<file path="src/rtl/pwm_capture_pkg.sv">
// Shared definitions for the PWM input-capture peripheral: register map,
// STATUS bit positions, capture FSM encoding and the duty-cycle ceiling.
package pwm_capture_pkg;

  localparam logic [1:0] ADDR_CTRL   = 2'd0;
  localparam logic [1:0] ADDR_DUTY   = 2'd1;
  localparam logic [1:0] ADDR_PERIOD = 2'd2;
  localparam logic [1:0] ADDR_STATUS = 2'd3;

  localparam int STAT_VALID    = 0;
  localparam int STAT_OVERFLOW = 1;
  localparam int STAT_NOSIG    = 2;
  localparam int STAT_LEVEL    = 3;

  localparam logic [6:0] DUTY_MAX = 7'd100;

  typedef enum logic [1:0] {
    S_IDLE   = 2'd0,
    S_ARMED  = 2'd1,
    S_DIVIDE = 2'd2
  } state_t;

  // Clamp a raw quotient to the 0..100 percent scale.
  function automatic logic [6:0] clamp_duty(input logic [31:0] q);
    return (q > 32'(DUTY_MAX)) ? DUTY_MAX : q[6:0];
  endfunction

endpackage

</file>
<file path="src/rtl/pwm_capture_div.sv">
// Iterative restoring unsigned divider: one quotient bit per clock after a
// one-clock load. done pulses once; quo holds until the next start.
module pwm_capture_div #(
  parameter int NUM_W = 23,
  parameter int DEN_W = 16
) (
  input  logic             clk,
  input  logic             rst_n,
  input  logic             start,
  input  logic [NUM_W-1:0] num,
  input  logic [DEN_W-1:0] den,
  output logic             busy,
  output logic             done,
  output logic [NUM_W-1:0] quo
);

  localparam int CW = $clog2(NUM_W + 1);

  logic [DEN_W-1:0] den_reg;
  logic [DEN_W-1:0] rem_reg;
  logic [CW-1:0]    cnt_reg;
  logic [DEN_W:0]   shifted;
  logic [DEN_W-1:0] diff;
  logic             q_bit;

  // The remainder stays below den, so the low DEN_W bits of the difference suffice.
  assign shifted = {rem_reg, quo[NUM_W-1]};
  assign q_bit   = (shifted >= {1'b0, den_reg});
  assign diff    = shifted[DEN_W-1:0] - den_reg;

  always_ff @(posedge clk or negedge rst_n) begin
    if (!rst_n) begin
      den_reg <= '0;
      rem_reg <= '0;
      cnt_reg <= '0;
      quo     <= '0;
      busy    <= 1'b0;
      done    <= 1'b0;
    end else begin
      done <= 1'b0;
      if (start) begin
        den_reg <= den;
        rem_reg <= '0;
        quo     <= num;
        cnt_reg <= CW'(NUM_W);
        busy    <= 1'b1;
      end else if (busy) begin
        rem_reg <= q_bit ? diff : shifted[DEN_W-1:0];
        quo     <= {quo[NUM_W-2:0], q_bit};
        cnt_reg <= cnt_reg - 1'b1;
        if (cnt_reg == CW'(1)) begin
          busy <= 1'b0;
          done <= 1'b1;
        end
      end
    end
  end

endmodule

</file>
<file path="src/rtl/pwm_capture.sv">
// PWM input capture: measures period and high time in prescaled ticks of a
// synchronized input and publishes the duty cycle as an integer percent.
module pwm_capture
  import pwm_capture_pkg::*;
#(
  parameter int F_DIV   = 1333,
  parameter int CNT_W   = 16,
  parameter int TIMEOUT = 65535
) (
  input  logic        clk,
  input  logic        rst_n,
  input  logic        pwm_in,
  input  logic [1:0]  A,
  input  logic [31:0] WD,
  input  logic        WE,
  output logic [31:0] RD
);

  localparam int NUM_W = CNT_W + 7;
  localparam int PW    = (F_DIV < 1) ? 1 : $clog2(F_DIV + 1);
  localparam logic [CNT_W-1:0] CNT_MAX = '1;
  localparam logic [CNT_W-1:0] TO_LAST = CNT_W'(TIMEOUT - 1);

  logic [1:0]       sync_reg;
  logic             level_d_reg;
  logic             level, rise, fall, tick;
  logic             enable_reg, valid_reg, overflow_reg, nosig_reg;
  logic [6:0]       duty_reg;
  logic [CNT_W-1:0] period_reg, high_reg;
  logic [CNT_W-1:0] period_cnt_reg, high_cnt_reg, to_cnt_reg;
  logic             frozen_reg;
  logic [PW-1:0]    presc_reg;
  state_t           state_reg;
  logic             div_start_reg, div_done;
  logic [NUM_W-1:0] div_num, div_quo;
  logic             unused_div_busy;
  logic             unused_wd;
  logic [31:0]      period_word;

  assign level     = sync_reg[1];
  assign rise      = level & ~level_d_reg;
  assign fall      = ~level & level_d_reg;
  assign tick      = enable_reg && (presc_reg == PW'(F_DIV));
  assign div_num   = NUM_W'(high_reg) * NUM_W'(100);
  assign unused_wd = ^WD[31:2];

  always_ff @(posedge clk or negedge rst_n) begin
    if (!rst_n) begin
      sync_reg    <= '0;
      level_d_reg <= 1'b0;
    end else begin
      sync_reg    <= {sync_reg[0], pwm_in};
      level_d_reg <= sync_reg[1];
    end
  end

  always_ff @(posedge clk or negedge rst_n) begin
    if (!rst_n) begin
      enable_reg     <= 1'b0;
      valid_reg      <= 1'b0;
      overflow_reg   <= 1'b0;
      nosig_reg      <= 1'b0;
      duty_reg       <= '0;
      period_reg     <= '0;
      high_reg       <= '0;
      period_cnt_reg <= '0;
      high_cnt_reg   <= '0;
      to_cnt_reg     <= '0;
      frozen_reg     <= 1'b0;
      presc_reg      <= '0;
      state_reg      <= S_IDLE;
      div_start_reg  <= 1'b0;
    end else begin
      div_start_reg <= 1'b0;
      if (WE && A == ADDR_CTRL) begin
        enable_reg <= WD[0];
        if (WD[1]) overflow_reg <= 1'b0;
      end
      if (!enable_reg) begin
        presc_reg <= '0;
        state_reg <= S_IDLE;
      end else begin
        presc_reg <= tick ? '0 : presc_reg + 1'b1;
        if (state_reg == S_IDLE) begin
          if (rise) begin
            state_reg      <= S_ARMED;
            period_cnt_reg <= CNT_W'(tick);
            high_cnt_reg   <= CNT_W'(tick);
            to_cnt_reg     <= '0;
            frozen_reg     <= 1'b0;
            nosig_reg      <= 1'b0;
          end
        end else begin
          // A tick on the rising-edge cycle belongs to the new (high) cycle.
          if (rise) begin
            period_cnt_reg <= CNT_W'(tick);
            high_cnt_reg   <= CNT_W'(tick);
            to_cnt_reg     <= '0;
            frozen_reg     <= 1'b0;
            if (state_reg == S_ARMED) begin
              period_reg <= period_cnt_reg;
              high_reg   <= high_cnt_reg;
              if (period_cnt_reg == '0) begin
                overflow_reg <= 1'b1;
              end else begin
                div_start_reg <= 1'b1;
                state_reg     <= S_DIVIDE;
              end
            end
          end else begin
            if (fall) begin
              frozen_reg <= 1'b1;
              to_cnt_reg <= '0;
            end
            if (tick) begin
              if (period_cnt_reg != CNT_MAX) period_cnt_reg <= period_cnt_reg + 1'b1;
              if (period_cnt_reg == CNT_MAX - 1'b1) overflow_reg <= 1'b1;
              if (level && !frozen_reg && high_cnt_reg != CNT_MAX)
                high_cnt_reg <= high_cnt_reg + 1'b1;
              if (!fall) to_cnt_reg <= to_cnt_reg + 1'b1;
            end
          end
          if (state_reg == S_DIVIDE && div_done) begin
            duty_reg  <= clamp_duty(32'(div_quo));
            valid_reg <= 1'b1;
            state_reg <= S_ARMED;
          end
          // Loss of signal overrides any result finishing in the same cycle.
          if (tick && !rise && !fall && to_cnt_reg == TO_LAST) begin
            nosig_reg <= 1'b1;
            valid_reg <= 1'b0;
            duty_reg  <= level ? DUTY_MAX : 7'd0;
            state_reg <= S_IDLE;
          end
        end
      end
    end
  end

  pwm_capture_div #(
    .NUM_W(NUM_W),
    .DEN_W(CNT_W)
  ) u_div (
    .clk  (clk),
    .rst_n(rst_n),
    .start(div_start_reg),
    .num  (div_num),
    .den  (period_reg),
    .busy (unused_div_busy),
    .done (div_done),
    .quo  (div_quo)
  );

  generate
    if (CNT_W <= 16) begin : g_pack_high
      always_comb begin
        period_word               = '0;
        period_word[CNT_W-1:0]    = period_reg;
        period_word[16 +: CNT_W]  = high_reg;
      end
    end else begin : g_period_only
      always_comb begin
        period_word = 32'(period_reg);
      end
    end
  endgenerate

  always_comb begin
    RD = '0;
    case (A)
      ADDR_CTRL:   RD[0]   = enable_reg;
      ADDR_DUTY:   RD[6:0] = duty_reg;
      ADDR_PERIOD: RD      = period_word;
      default: begin
        RD[STAT_VALID]    = valid_reg;
        RD[STAT_OVERFLOW] = overflow_reg;
        RD[STAT_NOSIG]    = nosig_reg;
        RD[STAT_LEVEL]    = level;
      end
    endcase
  end

endmodule

</file>
<file path="config.mk">
export PLATFORM = sky130hd
export DESIGN_NAME = pwm_capture
export DESIGN_NICKNAME = d
export VERILOG_FILES = /design/src/rtl/pwm_capture_pkg.sv /design/src/rtl/pwm_capture_div.sv /design/src/rtl/pwm_capture.sv
export SDC_FILE = /design/constraint.sdc
export NUM_CORES = 1
export LEC_CHECK = 0
export CAP_MARGIN = 20
export CORE_MARGIN = 10
export CORE_UTILIZATION = 50
export DETAILED_ROUTE_END_ITERATION = 10
export HOLD_SLACK_MARGIN = 0.15
export PLACE_DENSITY = 0.79
export SLEW_MARGIN = 20
export SYNTH_ARGS = -nofsm -noshare
export SYNTH_HDL_FRONTEND = slang
export SYNTH_SLANG_ARGS = --single-unit
</file>
<file path="constraint.sdc">
create_clock -name clk -period 3.55 [get_ports clk]
set_clock_uncertainty 0.1 [all_clocks]
set_input_delay 0.71 -clock clk [delete_from_list [all_inputs] [get_ports clk]]
set_output_delay 0.71 -clock clk [all_outputs]
set_load 0.05 [all_outputs]
</file>
==> flow_summary.yaml, run 1 <==
yosys:
  syn_area_um2: 10600
  synth_top_family_by_area: "simple AND/OR/NAND/NOR gates"
  synth_compound_area_share_pct: 12.3
  yosys_warnings: 0
  ys_ff_latch: 171
  synth_enable_flop_cells: 0
  synth_ff_type: "dfrtp_1"
  synthCells: 1124
  synthArstFlopShare_pct: 100
  synth_top_area_cell: "dfrtp_1"
  synth_fa_ha_area_share_pct: 12.3
  syn_area_per_cell_um2: 9.42
  synth.most_common_cell: "dfrtp_1"
  synthSimpleGateAreaFrac_pct: 18.1
  synth_cell_types: 70
  yosysTopAreaCellShare_pct: 40.4
  synth-xor-area-share_pct: 5.96
  synth_mux_area_share_pct: 5.98
  synth_fp_nets: 1259
  synth.area.top_cells: "dfrtp_1 (40%), ha_1 (10%), o21ai_0 (3.8%)"
  synth_common_cells: "dfrtp_1 (171), nor2_1 (99), nand2_1 (98)"
  synth-seq-area-share_pct: 40.4
global_routing:
  antenna_found_initial: 0
  grt_pass1_wl_mm: 39.2
  grt_pass1_vias: 8191
  grt-ovfl-total: 0
  grt_max_degree: 73
  grt_use_total_pct: 17.4
run:
  drv_cap: 0
floorplan:
  core_area_um2: 21000
  design.die.area_um2: 27400
  rows: 53
  initial_core_util_pct: 50.5
  die_h_um: 166
  ios: 70
  die_w_um: 166
timing:
  setup_viol: 0
  finalHoldViolations: 0
  final.setup.worst_slack_ns: 0.0618
  min_period_ns: 3.49
  relSlewSlack_pct: 54.5
  finalSetupTns_ns: 0
  tightest_slew_ns: 0.682
  holdWs_ns: 0.183
  grt_setup_unrepaired: "yes"
  fmax_mhz: 287
  period_share_pct: 98.3
  slew_viol_final: 0
critical_path:
  r2r-end: "u_div.quo[16]$_DFFE_PN0P_"
  crit_required_ns: 3.73
  critPathMaxFanout: 5
  reg2reg_depth: 12
  crit_start: "high_reg[3]$_DFFE_PN0P_"
  endpoint: "u_div.quo[16]$_DFFE_PN0P_"
  cp.arrival_ns: 3.67
  start_kind: "register"
  criticalPathCategory: "register to register"
  crit_path_end_kind: "register"
  rrSetupSlack_ns: 0.06
  reg2reg_from: "high_reg[3]$_DFFE_PN0P_"
placement:
  port_buffers: 39
  numPlacedInstances: 1431
  postPlaceCellArea_um2: 11700
  dp_slack_ns: -0.0841
  dpl.hpwl_mm: 16.9
  place.gp.congestion: 0.885
layout:
  fin_area_um2: 12500
  finalNonFillerCells: 1466
  drive_gt1_share_pct: 14.3
  largest_reg_flops: 23
  diodes: 0
  final_util_pct: 59.5
  nNetsFinal: 1313
  area_delta_synth_final_pct: 17.7
  regMostFlops: "u_div.quo"
detailed_routing:
  drc: 0
  drt_first_iter_violations: 531
  first_pass_iters: 5
  routed_via_density: 5.62
  ant_nets: 0
  post_drt_wl_per_cell_um: 15.9
  totalWireLength_mm: 23.2
  vias: 8241
cts:
  clock_sinks: 171
  cts_htree_levels: 4
  root_buffer: "clkbuf_16"
  holdBufCountCts: 0
  cts.path.max_buffers: 2
  cts_tree: "done"
  cts_buffers: 17
  insertion_delay_ns: 0.43
  clkTransAtPathRegs_ns: 0.07
power:
  p_per_area_nw_per_um2: 475
  p_leak_nw: 5.92
  fin_total_pwr_mw: 5.92
  ir_worst_vdd_mv: 0.365
run_status:
  status: "finished, final reports clean"
worst_hold_path:
  hold_path.class: "primary input to asynchronous set/reset pin"
## power by group
part           switching (mW)  total, mW  internal, mW
clock network           0.810       1.88          1.07
logic                    1.01       1.75         0.738
registers               0.177       2.29          2.11
## per-layer routing
layer / global-route usage, % / up-vias / share of wire, %
met5: 0 / - / 0
li1: - / 4024 / -
met3: 2.55 / 39 / 2.9
met2: 30.6 / 140 / 52
met1: 21.4 / 4038 / 44
met4: 5.51 / 0 / 1.8
## critical path, stage by stage (launching register included)
cell and delay (ns):
dfrtp_1 0.43, ha_1 0.32, ha_1 0.32, fa_1 0.48, ha_1 0.34, a211oi_2 0.30, o21ai_1 0.15, a31oi_2 0.23
buf_4 0.15, o21bai_1 0.06, a21oi_1 0.18, xor2_1 0.19, a21oi_1 0.09
## cell families after synthesis
kind of cell	Yosys count
buffers and inverters	131
AOI/OAI and AO/OA	209
xor gates and xnor gates	72
muxes	59
adders and majority gates	97
DFF	171
and+or+nand+nor	385
## final cells by class
class	count	area (um^2)
fill	1691	8490
multi-input combinational	822	5890
sequential	171	4290
timing repair buffer	78	1020
clock buffer	19	443
tap	275	344
inverter	88	330
clock inverter	13	156
## cells in the final DEF, fill, tap and decap left out, drive strengths merged, types with 19 or more instances in the layout
cell type  instances
buf               72
xor2              46
mux2i             25
nor2              99
nand4             20
mux2              34
ha                85
a21oi             40
xnor2             26
clkbuf            19
and2              29
dfrtp            171
inv               93
nand2             98
o21ai             82
nand3             39
## worst min path at each step
| stage | from | to | slack, ns | cells past startpoint |
|---|---|---|---|---|
| 5_1_grt | rst_n | presc_reg[4]$_DFF_PN0_ | 0.22 | 1 |
| 3_3_place_gp | sync_reg[0]$_DFF_PN0_ | sync_reg[1]$_DFF_PN0_ | 0.24 | 0 |
| 2_1_floorplan | sync_reg[0]$_DFF_PN0_ | sync_reg[1]$_DFF_PN0_ | 0.23 | 0 |
| 4_1_cts | rst_n | presc_reg[4]$_DFF_PN0_ | 0.21 | 1 |
| 6_report | rst_n | presc_reg[4]$_DFF_PN0_ | 0.18 | 1 |
| 3_5_place_dp | sync_reg[0]$_DFF_PN0_ | sync_reg[1]$_DFF_PN0_ | 0.24 | 0 |
## repair_timing
item,in CTS,in global routing
setup endpoints to repair,5,7
resized for setup,4,21
pin swaps,1,8
setup buffers,0,3
(Power assumes the default switching activity.)
==> inputs of run 2 (changes only) <==
--- a/config.mk
+++ b/config.mk
@@ -10,7 +10,7 @@
 export CORE_UTILIZATION = 50
 export DETAILED_ROUTE_END_ITERATION = 10
 export HOLD_SLACK_MARGIN = 0.15
-export PLACE_DENSITY = 0.79
+export PLACE_DENSITY = 0.76
 export SLEW_MARGIN = 20
 export SYNTH_ARGS = -nofsm -noshare
 export SYNTH_HDL_FRONTEND = slang
==> constraint.sdc (replaced) <==
create_clock -name clk -period 3.68 [get_ports clk]
set_clock_uncertainty 0.1 [all_clocks]
set_input_delay 0.736 -clock clk [delete_from_list [all_inputs] [get_ports clk]]
set_output_delay 0.736 -clock clk [all_outputs]
set_load 0.05 [all_outputs]
==> flow_summary.yaml, run 2 (synthesis gave the netlist of run 1 again) <==
worst_hold_path:
  hold_path.class: "primary input to asynchronous set/reset pin"
critical_path:
  critPathMaxFanout: 5
  crit_path_end_kind: "register"
  reg2reg_from: "high_reg[1]$_DFFE_PN0P_"
  criticalPathCategory: "register to register"
  cp.arrival_ns: 3.74
  r2r-end: "u_div.quo[16]$_DFFE_PN0P_"
  start_kind: "register"
  reg2reg_depth: 12
  rrSetupSlack_ns: 0.12
  crit_required_ns: 3.86
power:
  ir_worst_vdd_mv: 0.366
  p_per_area_nw_per_um2: 468
  p_leak_nw: 5.88
timing:
  final.setup.worst_slack_ns: 0.117
  relSlewSlack_pct: 43.7
  setup_viol: 0
  period_share_pct: 96.8
  finalHoldViolations: 0
  fmax_mhz: 281
  slew_viol_final: 0
  min_period_ns: 3.56
  tightest_slew_ns: 0.844
floorplan:
  initial_core_util_pct: 50.5
  die_h_um: 166
  design.die.area_um2: 27400
  die_w_um: 166
  ios: 70
  rows: 53
  core_area_um2: 21000
cts:
  cts_htree_levels: 4
  cts.path.max_buffers: 2
  cts_buffers: 17
  holdBufCountCts: 0
  root_buffer: "clkbuf_16"
  cts_tree: "done"
  clock_sinks: 171
  insertion_delay_ns: 0.44
  clkTransAtPathRegs_ns: 0.07
detailed_routing:
  ant_nets: 0
  totalWireLength_mm: 23.0
  drc: 0
  vias: 8147
  drt_first_iter_violations: 609
  first_pass_iters: 5
  routed_via_density: 5.62
  post_drt_wl_per_cell_um: 15.9
layout:
  drive_gt1_share_pct: 12.1
  mostFrequentLayoutCell: "dfrtp_1"
  mostFrequentLayoutCells: "dfrtp_1 (168), nor2_1 (99), nand2_1 (98)"
  n_fill_cell: 1765
  nNetsFinal: 1297
  largest_reg_flops: 23
  regMostFlops: "u_div.quo"
  final_util_pct: 58.8
  diodes: 0
  area_delta_synth_final_pct: 16.3
  finalNonFillerCells: 1450
placement:
  place.gp.congestion: 0.881
  numPlacedInstances: 1415
  port_buffers: 39
  dp_slack_ns: 0.00621
  dpl.hpwl_mm: 16.5
run:
  drv_cap: 0
run_status:
  status: "finished, final reports clean"
global_routing:
  grt_max_degree: 92
  antenna_found_initial: 0
  grt_pass1_wl_mm: 39.5
  grt_use_total_pct: 17.5
  grt_pass1_vias: 8101
  grt-ovfl-total: 0
## run 2: layout make-up
type	count	area [um^2]	area share, %
sequential	171	4280	34.8
timing repair buffer	62	897	7.29
tap	275	344	2.79
clock buffer	17	425	3.45
clock inverter	15	195	1.59
multi-input combinational	822	5840	47.4
inverter	88	330	2.68
## run 2: repair_timing
action | in CTS | in global routing
gates cloned | 0 | 0
buffers inserted | 0 | 3
resized for setup | 3 | 8
hold endpoints to repair | 0 | 0
pin swaps | 0 | 3
endpoints found under the setup margin | 2 | 4
## run 2: where the power goes
group	switching, mW	internal, mW	total (mW)
combinational	0.986	0.711	1.70
sequential	0.165	2.04	2.20
clock	0.825	1.04	1.86
## run 2: critical path: stages (launching register included)
cell and delay, ns:
dfrtp_1 0.42, ha_1 0.32, ha_1 0.32, ha_1 0.33, fa_1 0.52, a211oi_2 0.32, o21ai_0 0.14, a31oi_1 0.27
buf_4 0.17, o21bai_1 0.06, a21oi_1 0.17, xor2_1 0.19, a21oi_1 0.09
## run 2: worst max-delay path by stage
stage	start	to	slack, ns	cells after the start
floorplan	high_reg[4]$_DFFE_PN0P_	u_div.quo[19]$_DFFE_PN0P_	0.23	11
global placement	high_reg[1]$_DFFE_PN0P_	u_div.quo[20]$_DFFE_PN0P_	0.11	11
detailed placement	high_reg[5]$_DFFE_PN0P_	u_div.quo[19]$_DFFE_PN0P_	0.006	11
CTS	high_reg[5]$_DFFE_PN0P_	u_div.quo[19]$_DFFE_PN0P_	0.04	11
global route	high_reg[5]$_DFFE_PN0P_	u_div.quo[16]$_DFFE_PN0P_	-0.01	15
finish	high_reg[1]$_DFFE_PN0P_	u_div.quo[16]$_DFFE_PN0P_	0.12	12
## run 2: stage by stage
step | power [mW] | TNS (ns) | hold WS, ns | cell area [um^2]
2_1_floorplan | 3.54 | 0 | 0.231 | 10600
3_3_place_gp | 3.86 | 0 | 0.237 | 11600
3_5_place_dp | 3.90 | 0 | 0.239 | 11600
4_1_cts | 5.78 | 0 | 0.165 | 12300
5_1_grt | 6.11 | -0.00956 | 0.188 | 12300
6_report | 5.76 | 0 | 0.157 | 12300
## run 2: routing by layer
| metal | up-vias | global-route usage (%) | share of wire [%] |
|---|---|---|---|
| li1 | 3992 | - | - |
| met1 | 3977 | 22.3 | 45 |
| met2 | 154 | 30.0 | 51 |
| met3 | 24 | 3.02 | 3.4 |
| met4 | 0 | 4.55 | 1.2 |
| met5 | - | 0 | 0 |
